--- config.mk ---
export PLATFORM = sky130hd
export DESIGN_NAME = char_sequencer
export DESIGN_NICKNAME = d
export VERILOG_FILES = /design/src/rtl/char_seq_pkg.sv /design/src/rtl/char_fifo.sv /design/src/rtl/char_sequencer.sv
export SDC_FILE = /design/constraint.sdc
export NUM_CORES = 1
export LEC_CHECK = 0
export CAP_MARGIN = 10
export CORE_MARGIN = 4
export CORE_UTILIZATION = 51
export CTS_BUF_LIST = sky130_fd_sc_hd__clkbuf_4 sky130_fd_sc_hd__clkbuf_8
export CTS_CLUSTER_DIAMETER = 120
export DETAILED_ROUTE_END_ITERATION = 7
export GPL_TIMING_DRIVEN = 0
export HOLD_SLACK_MARGIN = 0.12
export MAX_ROUTING_LAYER = met4
export PLACE_DENSITY = 0.68
export SKIP_LAST_GASP = 1
export SYNTH_ARGS = -nofsm -noshare
export SYNTH_HDL_FRONTEND = slang
export SYNTH_SLANG_ARGS = --single-unit
--- constraint.sdc ---
create_clock -name clk -period 6.4 [get_ports clk]
set_input_delay 1.28 -clock clk [delete_from_list [all_inputs] [get_ports clk]]
set_output_delay 1.28 -clock clk [all_outputs]
set_load 0.02 [all_outputs]
--- src/rtl/char_seq_pkg.sv ---
// ============================================================================
//  Module      : char_seq_pkg
//  Description : Shared types and constants for the character sequencer.
//  Revision    : 1.0 - initial release
// ============================================================================
`default_nettype none

package char_seq_pkg;

   typedef enum logic [1:0] {
      ST_IDLE = 2'd0,
      ST_SHOW = 2'd1,
      ST_GAP  = 2'd2
   } seq_state_e;

   localparam logic [7:0] c_ESC           = 8'h1B;
   localparam logic [7:0] c_BLANK_DEFAULT = 8'h20;

endpackage

`default_nettype wire

--- src/rtl/char_fifo.sv ---
// ============================================================================
//  Module      : char_fifo
//  Description : Single-clock FIFO with first-word-fall-through head and flush.
//  Revision    : 1.0 - initial release
// ============================================================================
`default_nettype none

module char_fifo #(
   parameter int DEPTH = 16,
   parameter int WIDTH = 8
) (
   input  logic                       clk,
   input  logic                       rst,
   input  logic                       flush,
   input  logic                       push,
   input  logic                       pop,
   input  logic [WIDTH-1:0]           din,
   output logic [WIDTH-1:0]           dout,
   output logic                       full,
   output logic                       empty,
   output logic [$clog2(DEPTH+1)-1:0] count
);

   localparam int PTR_W = $clog2(DEPTH);
   localparam int CNT_W = $clog2(DEPTH+1);
   localparam logic [CNT_W-1:0] c_FULL = CNT_W'(DEPTH);

   logic [WIDTH-1:0] mem_q [DEPTH];
   logic [PTR_W-1:0] wr_ptr_q;
   logic [PTR_W-1:0] rd_ptr_q;
   logic [CNT_W-1:0] count_q;
   logic [CNT_W-1:0] count_d;
   logic             w_do_push;
   logic             w_do_pop;

   assign full  = (count_q == c_FULL);
   assign empty = (count_q == '0);
   assign count = count_q;
   assign dout  = mem_q[rd_ptr_q];

   // A full FIFO still accepts a write when the head leaves in the same cycle
   assign w_do_push = push && (!full || pop);
   assign w_do_pop  = pop && !empty;

   always_comb begin
      count_d = count_q;
      case ({w_do_push, w_do_pop})
         2'b10:   count_d = count_q + 1'b1;
         2'b01:   count_d = count_q - 1'b1;
         default: count_d = count_q;
      endcase
   end

   always_ff @(posedge clk) begin
      if (rst || flush) begin
         wr_ptr_q <= '0;
         rd_ptr_q <= '0;
         count_q  <= '0;
      end else begin
         if (w_do_push) begin
            mem_q[wr_ptr_q] <= din;
            wr_ptr_q        <= wr_ptr_q + 1'b1;
         end
         if (w_do_pop) begin
            rd_ptr_q <= rd_ptr_q + 1'b1;
         end
         count_q <= count_d;
      end
   end

endmodule

`default_nettype wire

--- src/rtl/char_sequencer.sv ---
// ============================================================================
//  Module      : char_sequencer
//  Description : Queues UART bytes and shows each for a dwell time plus gap.
//  Revision    : 1.0 - initial release
// ============================================================================
`default_nettype none

module char_sequencer
   import char_seq_pkg::*;
#(
   parameter int         DEPTH        = 16,
   parameter int         DWELL_CYCLES = 12_000_000,
   parameter int         GAP_CYCLES   = 1_200_000,
   parameter logic [7:0] BLANK_CHAR   = c_BLANK_DEFAULT
) (
   input  logic                       clk,
   input  logic                       rst,
   input  logic                       rx_valid,
   input  logic [7:0]                 rx_data,
   output logic [7:0]                 disp_char,
   output logic                       disp_load,
   output logic                       busy,
   output logic [$clog2(DEPTH+1)-1:0] fifo_count,
   output logic                       overflow
);

   localparam int CNT_MAX = (DWELL_CYCLES > GAP_CYCLES) ? DWELL_CYCLES : GAP_CYCLES;
   localparam int CNT_W   = $clog2(CNT_MAX + 1);
   localparam logic [CNT_W-1:0] c_DWELL_LOAD = CNT_W'(DWELL_CYCLES - 1);
   localparam logic [CNT_W-1:0] c_GAP_LOAD   = CNT_W'((GAP_CYCLES > 0) ? GAP_CYCLES - 1 : 0);

   seq_state_e       state_q;
   logic [7:0]       disp_char_q;
   logic             disp_load_q;
   logic             busy_q;
   logic             overflow_q;
   logic [CNT_W-1:0] cnt_q;

   logic             w_esc;
   logic             w_push;
   logic             w_pop;
   logic             w_full;
   logic             w_empty;
   logic             w_expire;
   logic [7:0]       w_head;

   assign w_esc    = rx_valid && (rx_data == c_ESC);
   assign w_push   = rx_valid && (rx_data != c_ESC);
   assign w_expire = (cnt_q == '0);

   // Pop whenever the FSM is about to move the head onto the display
   always_comb begin
      w_pop = 1'b0;
      if (!w_esc && !w_empty) begin
         case (state_q)
            ST_IDLE: w_pop = 1'b1;
            ST_SHOW: w_pop = w_expire && (GAP_CYCLES == 0);
            ST_GAP:  w_pop = w_expire;
            default: w_pop = 1'b0;
         endcase
      end
   end

   char_fifo #(
      .DEPTH (DEPTH),
      .WIDTH (8)
   ) u_fifo (
      .clk   (clk),
      .rst   (rst),
      .flush (w_esc),
      .push  (w_push),
      .pop   (w_pop),
      .din   (rx_data),
      .dout  (w_head),
      .full  (w_full),
      .empty (w_empty),
      .count (fifo_count)
   );

   always_ff @(posedge clk) begin
      if (rst) begin
         state_q     <= ST_IDLE;
         disp_char_q <= BLANK_CHAR;
         disp_load_q <= 1'b0;
         busy_q      <= 1'b0;
         overflow_q  <= 1'b0;
         cnt_q       <= '0;
      end else if (w_esc) begin
         state_q     <= ST_IDLE;
         disp_char_q <= BLANK_CHAR;
         disp_load_q <= 1'b1;
         busy_q      <= 1'b0;
         overflow_q  <= 1'b0;
         cnt_q       <= '0;
      end else begin
         disp_load_q <= 1'b0;
         if (w_push && w_full && !w_pop) begin
            overflow_q <= 1'b1;
         end
         case (state_q)
            ST_IDLE: begin
               if (!w_empty) begin
                  state_q     <= ST_SHOW;
                  busy_q      <= 1'b1;
                  disp_char_q <= w_head;
                  disp_load_q <= 1'b1;
                  cnt_q       <= c_DWELL_LOAD;
               end
            end
            ST_SHOW: begin
               if (!w_expire) begin
                  cnt_q <= cnt_q - 1'b1;
               end else if (GAP_CYCLES > 0) begin
                  state_q     <= ST_GAP;
                  disp_char_q <= BLANK_CHAR;
                  disp_load_q <= 1'b1;
                  cnt_q       <= c_GAP_LOAD;
               end else if (!w_empty) begin
                  disp_char_q <= w_head;
                  disp_load_q <= 1'b1;
                  cnt_q       <= c_DWELL_LOAD;
               end else begin
                  state_q     <= ST_IDLE;
                  busy_q      <= 1'b0;
                  disp_char_q <= BLANK_CHAR;
                  disp_load_q <= 1'b1;
               end
            end
            ST_GAP: begin
               if (!w_expire) begin
                  cnt_q <= cnt_q - 1'b1;
               end else if (!w_empty) begin
                  state_q     <= ST_SHOW;
                  disp_char_q <= w_head;
                  disp_load_q <= 1'b1;
                  cnt_q       <= c_DWELL_LOAD;
               end else begin
                  // Display is already blank, so no load strobe here
                  state_q <= ST_IDLE;
                  busy_q  <= 1'b0;
               end
            end
            default: begin
               state_q <= ST_IDLE;
               busy_q  <= 1'b0;
            end
         endcase
      end
   end

   assign disp_char = disp_char_q;
   assign disp_load = disp_load_q;
   assign busy      = busy_q;
   assign overflow  = overflow_q;

endmodule

`default_nettype wire
==> results.yml <==
flow_run:
  maxCapViolations: 0
cts:
  clock_path_buffers: 2
  post-cts-setup-buffer-count: 0
  clkSlewWorstSetupHoldPaths_ns: 0.09
  clk_latency_ns: 0.46
  cts_resized: 0
  cts_sinks: 182
  holdBufCountCts: 0
  cts_buffers: 17
  cts_tree: "built"
  cts_root_buf: "clkbuf_8"
  cts.htree.levels: 4
detailed_routing:
  drc: 0
  wl_met3_mm: 1.17
  viasPerCell: 6.07
  wl_met2_mm: 9.26
  wl_per_cell_microns: 21.4
  antenna_left: 0
  top_layer_used: "met4"
  first_pass_iters: 5
  via_count: 5411
  m1WireLength_mm: 8.26
  wirelength_mm: 19.1
  drt_iter0_drc: 415
worst_setup_path:
  cp_max_fo: 17
  cp.required_ns: 6.73
  arrival_ns: 4.94
  reg2reg_depth: 15
  crit_chain: "clkdlybuf4s50_1 > nor4b_1 > nand2_1 > nand2_1 > a21oi_4 > inv_1 > ha_1 > inv_1 > fa_1 > nor2b_1 > o21ai_0 > and3_1 > nor3_1 > xnor2_1 > nor2_1"
  critical-path-slowest-cell: "clkdlybuf4s50_1"
  critPathMaxStageDelay_ns: 0.84
  cp-start-kind: "input pin"
  timing_worst_setup_path_type: "in -> reg"
  crit_path_end_kind: "flip-flop"
logic_synthesis:
  synth-seq-area-share_pct: 60.0
  yosysWarnings: 0
  avgSynthCellArea_sq_um: 13.3
  netlist_area_sq_um: 8200
  yosys_register_bits: 182
  synth_edf_count: 128
  synth_cell_type_count: 68
  async_reset_ff_share_pct: 0
  yosys_most_used_dff: "edfxtp_1"
  synth_fp_nets: 644
  synth_cells: 617
power:
  peakVddDrop_v: 0.000279
  leakage_nw: 2.94
  power_density_nw_per_um2: 385
floorplanning:
  num_rows: 46
  die_area_sq_um: 18200
  die_w_microns: 135
  initial_core_util_pct: 51.8
  die_y_microns: 135
  io_pins: 27
  core_sq_um: 15800
timing:
  finalSetupTns_ns: 0
  slew_headroom_pct: 34.9
  rsz0062_at_grt: "no"
  fmax_mhz: 217
  final.period_utilization_pct: 71.9
  timing.hold.ws_ns: 0.483
  finalClockSkew_ns: 0.0108
  setup_violations: 0
  hold_viol: 0
  tightest_slew_ns: 0.972
  min_period_ns: 4.60
  slew_violations: 0
final_layout:
  drive_above_1_share_pct: 15.1
  area_growth_pct: 11.0
  instances_no_fill: 891
  antenna_cells: 0
  final_cell_mix: "128 x edfxtp_1, 65 x nor2_1, 54 x dfxtp_1, 33 x a21oi_1, 33 x mux4_2"
  nets: 689
  final_common_cell: "edfxtp_1"
placement:
  hpwl_mm: 13.2
  gp_congestion: 0.917
  dp.cells: 859
  io_buffers: 26
global_routing:
  groute.usage.overall_pct: 22.9
  grt_max_degree: 18
  grt_pass1_vias: 5434
  grt_overflow: 0
  antenna_found_initial: 0
  grt_pass1_wl_mm: 30.6
worst_hold_path:
  whs_path_depth: 1
  min_path_type: "reg -> reg"
status:
  status: "completed"
[worst paths after layout]
check	start	to	slack (ns)
setup reg to reg	cnt_q[12]	u_fifo.count[4]	2.75
hold reg to reg	overflow	overflow	0.48
hold / removal	overflow	overflow	0.48
setup / recovery	rx_data[4]	u_fifo.count[4]	1.80
[report_power, final]
group | switching (W) | internal, W | total, W
sequential | 0.0000935 | 0.00136 | 0.00145
clock | 0.000414 | 0.000327 | 0.000741
combinational | 0.000782 | 0.000533 | 0.00131
total | 0.00129 | 0.00222 | 0.00351
[cell families (layout without fill, tap and decap cells)]
| kind of cell | count (synthesis) | after routing | share of synthesized area, % |
|---|---|---|---|
| muxes | 42 | 42 | 10.2 |
| AOI/OAI and AO/OA | 131 | 131 | 11.0 |
| buffers and inverters | 52 | 110 | 2.74 |
| adders and majority gates | 16 | 16 | 2.53 |
| xor gates and xnor gates | 11 | 11 | 1.17 |
| and+or+nand+nor | 183 | 183 | 12.4 |
| DFF | 182 | 182 | 60.0 |
[stage by stage]
stage	cell area [sq um]	worst slack [ns]	total power, W	util, %
after detailed placement	8730	1.36	0.00278	55.2
after global placement	8730	1.50	0.00275	55.2
after floorplan	8200	2.82	0.00241	-
after global routing	9110	1.49	0.00372	57.6
final	9110	1.80	0.00351	57.6
after CTS	9110	1.85	0.00352	57.6
[metal layers]
| layer | global-route usage, % | vias to the layer above |
|---|---|---|
| met5 | - | - |
| met4 | 7.24 | 0 |
| met3 | 4.62 | 38 |
| met2 | 35.9 | 199 |
| met1 | 30.5 | 2688 |
| li1 | - | 2486 |
[flip-flops by register name, summed over array words and instances, names as in the netlist, named ones only]
| signal | flops |
|---|---|
| u_fifo.mem_q | 128 |
| cnt_q | 24 |
| disp_char | 8 |
| u_fifo.count | 5 |
| u_fifo.rd_ptr_q | 4 |
| u_fifo.wr_ptr_q | 4 |
| state_q | 2 |
| busy | 1 |
| disp_load | 1 |
| overflow | 1 |
[final cells by class]
class                      instances  area [sq um]
tap                              216           270
sequential                       182          4920
multi-input combinational        383          3050
buffer                            30           143
inverter                          22          82.6
timing repair buffer              26           260
fill                            1275          6720
clock buffer                      19           255
clock inverter                    13           120
[Yosys cell counts (5+ instances only)]
| cell | number | share of area [%] |
|---|---|---|
| or3_1 | 5 | 0.38 |
| mux4_2 | 33 | 9.1 |
| nand2_1 | 27 | 1.2 |
| nand4_1 | 5 | 0.38 |
| a21oi_1 | 33 | 2.0 |
| a211oi_1 | 16 | 1.5 |
| o21ai_0 | 20 | 1.2 |
| nor3_2 | 5 | 0.61 |
| nor2_1 | 65 | 3.0 |
| mux2i_1 | 9 | 1.1 |
| ha_1 | 15 | 2.3 |
| o22ai_1 | 6 | 0.46 |
| nor2b_1 | 10 | 0.76 |
| edfxtp_1 | 128 | 47 |
| or4_1 | 5 | 0.46 |
| nor4_1 | 5 | 0.38 |
| inv_1 | 21 | 0.96 |
| a22o_1 | 7 | 0.75 |
| buf_2 | 5 | 0.30 |
| nor3_1 | 12 | 0.73 |
| a31oi_1 | 8 | 0.61 |
| clkbuf_1 | 16 | 0.73 |
| nand3_1 | 16 | 0.98 |
| dfxtp_1 | 54 | 13 |
| xnor2_1 | 7 | 0.75 |
| nand2b_1 | 6 | 0.46 |
[worst max-delay path: cells and delay by family]
kind | cells | cell delay [ns]
simple gates | 7 | 1.62
buf+inv | 3 | 1.03
fa+ha+maj | 2 | 0.63
compound gates | 2 | 0.21
xor+xnor | 1 | 0.16
Note: power is estimated with default switching activity, not from simulation.
